==> src/rtl/fetch_queue_unit.sv <==
// Instruction-fetch front end: in-order imem requests, DEPTH-entry instruction/PC queue, redirect flush.
// Optional same-cycle response-to-decode bypass enabled by defining FETCHQ_BYPASS_EN.
module fetch_queue_unit #(
  parameter int                XLEN    = 32,
  parameter int                DEPTH   = 4,
  parameter logic [XLEN-1:0]   INIT_PC = XLEN'(32'h0100_0000),
  parameter int                CNT_W   = $clog2(DEPTH + 1)
) (
  input  logic             clock,
  input  logic             reset_n,
  output logic             imem_req,
  output logic [XLEN-1:0]  imem_addr,
  input  logic             imem_rsp_valid,
  input  logic [31:0]      imem_rsp_data,
  input  logic             redirect,
  input  logic [XLEN-1:0]  redirect_pc,
  output logic             deq_valid,
  input  logic             deq_ready,
  output logic [31:0]      deq_insn,
  output logic [XLEN-1:0]  deq_pc,
  output logic [CNT_W-1:0] count
);

  localparam int PW = $clog2(DEPTH);

  logic [XLEN-1:0]  fetch_pc;
  logic [31:0]      insn_q [DEPTH];
  logic [XLEN-1:0]  pc_q   [DEPTH];
  logic [XLEN-1:0]  rpc_q  [DEPTH];
  logic [PW-1:0]    rd_ptr, wr_ptr, rpc_rd, rpc_wr;
  logic [CNT_W-1:0] count_r, inflight;
  // One extra bit: back-to-back redirects can stack stale responses beyond DEPTH.
  logic [CNT_W:0]   drop;

  logic [CNT_W:0]   credits;
  logic             rsp_live, rsp_drop, byp_valid, q_push, q_pop;
  logic [XLEN-1:0]  head_pc;

  always_comb begin
    credits   = {1'b0, count_r} + {1'b0, inflight};
    imem_req  = reset_n && !redirect && (credits < (CNT_W + 1)'(DEPTH));
    imem_addr = fetch_pc;
    rsp_drop  = imem_rsp_valid && (drop != '0);
    rsp_live  = imem_rsp_valid && (drop == '0) && (inflight != '0);
    head_pc   = rpc_q[rpc_rd];
`ifdef FETCHQ_BYPASS_EN
    byp_valid = rsp_live && !redirect && (count_r == '0);
`else
    byp_valid = 1'b0;
`endif
    deq_valid = (count_r != '0) || byp_valid;
    deq_insn  = byp_valid ? imem_rsp_data : insn_q[rd_ptr];
    deq_pc    = byp_valid ? head_pc : pc_q[rd_ptr];
    q_pop     = !redirect && (count_r != '0) && deq_ready;
    q_push    = !redirect && rsp_live && !(byp_valid && deq_ready);
    count     = count_r;
  end

  always_ff @(posedge clock or negedge reset_n) begin
    if (!reset_n) begin
      fetch_pc <= INIT_PC;
      rd_ptr   <= '0;
      wr_ptr   <= '0;
      rpc_rd   <= '0;
      rpc_wr   <= '0;
      count_r  <= '0;
      inflight <= '0;
      drop     <= '0;
    end else if (redirect) begin
      // Every request still in memory becomes a response to throw away.
      fetch_pc <= {redirect_pc[XLEN-1:2], 2'b00};
      rd_ptr   <= '0;
      wr_ptr   <= '0;
      rpc_rd   <= '0;
      rpc_wr   <= '0;
      count_r  <= '0;
      inflight <= '0;
      drop     <= drop + {1'b0, inflight}
                  - (CNT_W + 1)'(imem_rsp_valid && (drop != '0 || inflight != '0));
    end else begin
      if (imem_req) begin
        fetch_pc <= fetch_pc + XLEN'(4);
        rpc_wr   <= rpc_wr + PW'(1);
      end
      if (rsp_live) rpc_rd <= rpc_rd + PW'(1);
      if (q_push)   wr_ptr <= wr_ptr + PW'(1);
      if (q_pop)    rd_ptr <= rd_ptr + PW'(1);
      if (rsp_drop) drop   <= drop - (CNT_W + 1)'(1);
      count_r  <= count_r + CNT_W'(q_push) - CNT_W'(q_pop);
      inflight <= inflight + CNT_W'(imem_req) - CNT_W'(rsp_live);
    end
  end

  always_ff @(posedge clock) begin
    if (q_push) begin
      insn_q[wr_ptr] <= imem_rsp_data;
      pc_q[wr_ptr]   <= head_pc;
    end
    if (imem_req) rpc_q[rpc_wr] <= fetch_pc;
  end

endmodule

==> config.mk <==
export PLATFORM = sky130hd
export DESIGN_NAME = fetch_queue_unit
export DESIGN_NICKNAME = d
export VERILOG_FILES = /design/src/rtl/fetch_queue_unit.sv
export SDC_FILE = /design/constraint.sdc
export NUM_CORES = 1
export LEC_CHECK = 0
export CAP_MARGIN = 20
export CELL_PAD_IN_SITES_DETAIL_PLACEMENT = 0
export CELL_PAD_IN_SITES_GLOBAL_PLACEMENT = 1
export CORE_ASPECT_RATIO = 1.75
export CORE_UTILIZATION = 45
export CTS_BUF_LIST = sky130_fd_sc_hd__clkbuf_16
export CTS_CLUSTER_DIAMETER = 120
export DETAILED_ROUTE_END_ITERATION = 16
export DONT_BUFFER_PORTS = 1
export PLACE_DENSITY_LB_ADDON = 0.05
export SLEW_MARGIN = 25
export SYNTH_ARGS = -nofsm -noshare
export SYNTH_HDL_FRONTEND = slang
export SYNTH_SLANG_ARGS = --single-unit
==> constraint.sdc <==
create_clock -name clock -period 4.45 [get_ports clock]
set_input_delay 0.89 -clock clock [delete_from_list [all_inputs] [get_ports clock]]
set_output_delay 0.89 -clock clock [all_outputs]
set_load 0.005 [all_outputs]
# Word level (Yosys, flattened, before mapping)
# Memories as Yosys holds them, arrays and structs flattened.
# Index checks and enable logic that the tools add are counted.
[classes]
addsub = 13
order_cmp = 1
n_mux = 18
n_reduce_logical = 20
[op_table]
columns = ["op", "count"]
rows = [
  ["2-to-1 mux 32 bit", 2],
  ["adder 32 x 3 -> 32 bit (second input constant)", 1],
  ["2-to-1 mux 2 bit", 8],
  ["nonzero test 2 bit", 5],
  ["logical AND 1 bit", 9],
  ["adder 2 x 1 -> 2 bit (second input constant)", 4],
  ["2-to-1 mux 4 bit", 2],
  ["adder 3 x 1 -> 3 bit", 2],
  ["2-to-1 mux 3 bit", 2],
  ["nonzero test 3 bit", 2],
  ["subtractor 3 x 1 -> 3 bit", 2],
  ["adder 3 x 3 -> 4 bit", 1],
  ["adder 4 x 3 -> 4 bit", 1],
  ["logical NOT 4 bit", 1],
  ["less-than comparator 4 x 3 -> 1 bit (second input constant)", 1],
  ["2-to-1 mux 1 bit", 4],
  ["nonzero test 4 bit", 1],
  ["subtractor 4 x 1 -> 4 bit", 1],
  ["subtractor 4 x 1 -> 4 bit (second input constant)", 1],
  ["logical NOT 1 bit", 1],
  ["logical OR 1 bit", 1],
]
[word_totals]
reg_bits = 50
ramBits = 384
in_bits = 69
out_inout_bits = 101
word_cells = 63
mem_count = 3
[memory_table]
columns = ["memory", "depth", "width", "read_ports", "rd_clocked_by_memory_dff", "wr", "line", "rtl"]
rows = [
  ["insn_q", 4, 32, 1, 0, 1, "27", "logic [31:0] insn_q [DEPTH];"],
  ["pc_q", 4, 32, 1, 0, 1, "28", "logic [XLEN-1:0] pc_q [DEPTH];"],
  ["rpc_q", 4, 32, 1, 0, 1, "29", "logic [XLEN-1:0] rpc_q [DEPTH];"],
]

# Depth between registers and ports, before layout
[logic_depth]
ltp_word = 7
mapped_depth = 13
depth_no_buf = 13

# Worst setup path before layout
# No wires, ideal clock.
[synth_path]
path_type = "input to register"
from = "input port imem_rsp_valid"
to = "memory insn_q[0][0], enable pin"
setup_ns = 0.427
t_arrival_ns = 3.065
required_ns = 4.023
path_slack_ns = 0.959
stages = 4
n_path_buf = 1
path_cell_list = "clkbuf_1 -> nand3_1 -> nor2_1 -> and2_1"
[synth_between]
elab_chain_cells = 5
[synth_lines]
columns = ["item", "line", "rtl"]
rows = [
  ["from (decl)", "13", "input logic imem_rsp_valid,"],
  ["logical AND 1 bit (2 in series)", "44", "rsp_live = imem_rsp_valid && (drop == '0) && (inflight != '0);"],
  ["logical AND 1 bit", "55", "q_push = !redirect && rsp_live && !(byp_valid && deq_ready);"],
  ["2-to-1 mux 1 bit", "95", "if (q_push) begin"],
  ["2-to-1 mux 1 bit (implied by the code)", "96", "insn_q[wr_ptr] <= imem_rsp_data;"],
  ["to (decl)", "27", ""],
]
# Every way passes these cells.

# Worst setup path after layout
[layout_path]
from = "register count_r[2], in the netlist count[2]"
to = "output port imem_req"
[layout_between]
elab_chain_cells = 3
[layout_lines]
columns = ["item", "line", "rtl"]
rows = [
  ["from (decl)", "31", "logic [CNT_W-1:0] count_r, inflight;"],
  ["from (signal assigned)", "89", "count_r <= count_r + CNT_W'(q_push) - CNT_W'(q_pop);"],
  ["adder 3 x 3 -> 4 bit", "40", "credits = {1'b0, count_r} + {1'b0, inflight};"],
  ["less-than comparator 4 x 3 -> 1 bit", "41", "imem_req = reset_n && !redirect && (credits < (CNT_W + 1)'(DEPTH));"],
  ["logical AND 1 bit", "41", ""],
  ["to (decl)", "11", "output logic imem_req,"],
]
# Every way passes these cells.

==> out/metrics.csv <==
stage;metric;value;unit
outcome;status;finished, final reports clean;
finish;finalNetCount;964;
clock_tree;cts-htree-levels;2;
sta;min_period_over_period;0.825;
floorplan;design.core.area;0.0361;mm2
sta;finalWorstSetupSlack;777;ps
finish;layout.core_utilization;0.511;
routing;route.antenna.remaining_nets;0;
routing;finalWirelength;32800;um
clock_tree;cts_made_buffers;39;
finish;number_of_inserted_diodes;0;
floorplan;boundaryPins;170;
job;drv_cap;0;
synth;syn_inst;853;
worst_setup_path;critical_path.cell_chain;ha_1, nor4b_4, nand2_1, nor2_1;
sta;totalNegativeSetupSlack;0;ps
placement;gpl.final_weighted_congestion;0.816;
worst_setup_path;critPathKind;reg -> out;
grt;vias_in_the_first_global_route;8714;
routing;num_vias;7855;
worst_setup_path;cp_max_fo;10;
routing;vias_per_cell;5.73;
finish;most_common_cell_after_layout_fill_and_taps_aside;edfxtp_1;
finish;final_cell_mix;368 x edfxtp_1, 92 x mux4_2, 44 x dfrtp_1;
power_and_ir_drop;power.density_cell_area;514;mW/mm2
routing;drt-wirelength-per-cell;23.9;um
worst_setup_path;critical_path_max_stage_delay;650;ps
grt;pin_count_of_the_biggest_net_entering_global_routing;72;
clock_tree;clock_path_buffers;3;
synth;synth_seq_cells;416;
routing;drt-initial-drc-count;347;
synth;number_of_synthesized_flops_with_an_enable_pin;368;
power_and_ir_drop;peakVddDrop;341;uV
sta;post-route-min-period;3670;ps
sta;worst_pin_slew;733;ps
power_and_ir_drop;leakagePower;0.00591;uW
synth;synthesis.area;0.0165;mm2
finish;syn_to_final_growth;11.7;%
floorplan;die_area;0.0375;mm2
clock_tree;cts_root_buffer;clkbuf_16;
clock_tree;post_cts_buffers;0;
synth;synth_largest_area_cell;edfxtp_1;
floorplan;floorplan.initialDensity;0.457;
placement;port_buffers;0;
clock_tree;clock_latency;530;ps
clock_tree;tritoncts_num_sinks;416;
floorplan;floorplan.rows;92;
worst_setup_path;crit_slowest_cell;nor4b_4;
finish;post_route_cells_drive_above_1_share;0.207;
floorplan;floorplan.die.height;256;um
clock_tree;tritoncts;built;
routing;detail_route.drc_violations;0;
synth;ys_seq_area_frac;0.741;
grt;grt_pass1_wl;50800;um
sta;setup_repair_after_global_routing_missed_its_margin;no;
synth;synth_top_cells_by_area;edfxtp_1 67%, mux4_2 13%, dfrtp_1 7.1%;
worst_setup_path;worstPathRequired;3560;ps
synth;synth_top_cell_area_share;0.669;
sta;setup-violations-final;0;
worst_setup_path;setup.worst_path.end_class;output pin;
worst_setup_path;critPathArrivalTime;2780;ps
sta;relSlewSlack;0.511;
synth;synthDistinctLibCells;54;
sta;achievable-frequency;272;MHz
clock_tree;post_cts_resized;0;
floorplan;floorplan.die.width;147;um
clock_tree;post_cts_hold_buffer_count;0;
synth;synth-warning-count;0;
sta;slew_viol_final;0;
placement;placement.setup.worst_slack;1080;ps
synth;asyncSetResetFlopFracSynth;0.115;
clock_tree;clk_transition_reported_paths;70;ps
sta;hold_viol_final;0;
placement;detailedPlacementHpwl;21000;um
finish;fill_cells;2944;
grt;antenna_found_initial;0;
hold_path;min-delay-path-class;in -> async;
routing;drt_pass1_iterations;5;
synth;synth.avg_cell_area;19.4;um2
sta;clock_skew;8.12;ps
grt;global_route.usage.total;0.180;
worst_setup_path;start_kind;flip-flop;
synth;ys.flop_type;edfxtp_1;
grt;grt-ovfl-total;0;
-- critical path, delay by kind of cell (launching register included) --
family	cells	cell delay, ps
AND/OR/NAND/NOR	3	1490
flip-flops	1	430
adder cells (fa/ha/maj)	1	340
-- power by group --
part	switching, uW	total, uW	internal (uW)	leakage, uW
clock network	1370	3440	2080	0.000681
logic	616	1210	590	0.00132
registers	272	4830	4560	0.00390
total	2250	9480	7230	0.00591
-- per-layer routing --
metal  wire, um  GRT usage  vias to the layer above
met5          0          0                        -
met4       1240     0.0775                        0
met3       1710     0.0373                       69
met2      18200      0.338                      227
met1      11600      0.193                     4075
li1           -          -                     3484
-- synth_stat cells, drive strengths merged (2+ instances only) --
| master | n |
|---|---|
| edfxtp | 368 |
| mux4 | 92 |
| dfrtp | 47 |
| nand2 | 36 |
| nor2 | 27 |
| or4 | 24 |
| inv | 23 |
| nand3 | 23 |
| ha | 22 |
| buf | 21 |
| clkbuf | 21 |
| nand4 | 19 |
| o21ai | 14 |
| and2 | 11 |
| xor2 | 11 |
| a31oi | 10 |
| o211ai | 10 |
| xnor2 | 10 |
| o31ai | 9 |
| or3 | 7 |
| and4 | 6 |
| nor2b | 5 |
| a21oi | 4 |
| a21o | 3 |
| and3 | 3 |
| fa | 3 |
| o41ai | 3 |
| mux2i | 2 |
| nor3 | 2 |
| nor4b | 2 |
-- path summary, 6_finish.rpt --
path	to	startpoint	depth (start not counted)	slack [ps]
setup reg to reg	inflight[2]$_DFF_PN0_	count[2]$_DFF_PN0_	9	1180
max in group asynchronous	imem_addr[24]$_DFFE_PN1P_	reset_n	0	4220
hold / removal	imem_addr[18]$_DFFE_PN0P_	reset_n	0	50
min in group clock	rpc_wr[0]$_DFFE_PN0P_	redirect	1	450
setup / recovery	imem_req	count[2]$_DFF_PN0_	4	780
hold reg to reg	rpc_rd[1]$_DFFE_PN0P_	rpc_rd[1]$_DFFE_PN0P_	2	550
-- sequential cells by signal, summed over array words and instances (netlist names), 3 cells and up --
| signal | count |
|---|---|
| pc_q | 120 |
| drop | 4 |
| count | 3 |
| inflight | 3 |
| rpc_q | 120 |
| insn_q | 128 |
| imem_addr | 30 |
-- logic make-up after synthesis --
kind of cell / after synthesis / share of synthesized area
xor gates and xnor gates: 21 / 0.0111
other: 1 / 0.000227
AOI/OAI and AO/OA: 60 / 0.0245
muxes: 94 / 0.127
adders and majority gates: 25 / 0.0203
and+or+nand+nor: 171 / 0.0590
DFF: 416 / 0.741
buffers and inverters: 65 / 0.0169
-- per-stage QoR --
stage / instances / instance area, um2 / hold WS [ps] / total power (uW)
finish: 1370 / 18500 / 52.3 / 9480
floorplan: 856 / 16500 / 532 / 5780
global placement: 1299 / 17100 / 521 / 6090
detailed placement: 1299 / 17100 / 529 / 6160
global route: 1370 / 18500 / 26.0 / 9900
CTS: 1370 / 18500 / 18.8 / 9620
-- area by class of cell --
type | instances | area [um2] | share of cell area
clock buffers | 41 | 1030 | 0.0556
flip-flops and latches | 416 | 12300 | 0.664
multi-input cells | 375 | 4010 | 0.217
clock inverters | 30 | 322 | 0.0174
repair buffers | 15 | 163 | 0.00881
inverters | 23 | 86.3 | 0.00468
well taps | 470 | 588 | 0.0319
Note: power is estimated with default switching activity, not from simulation.
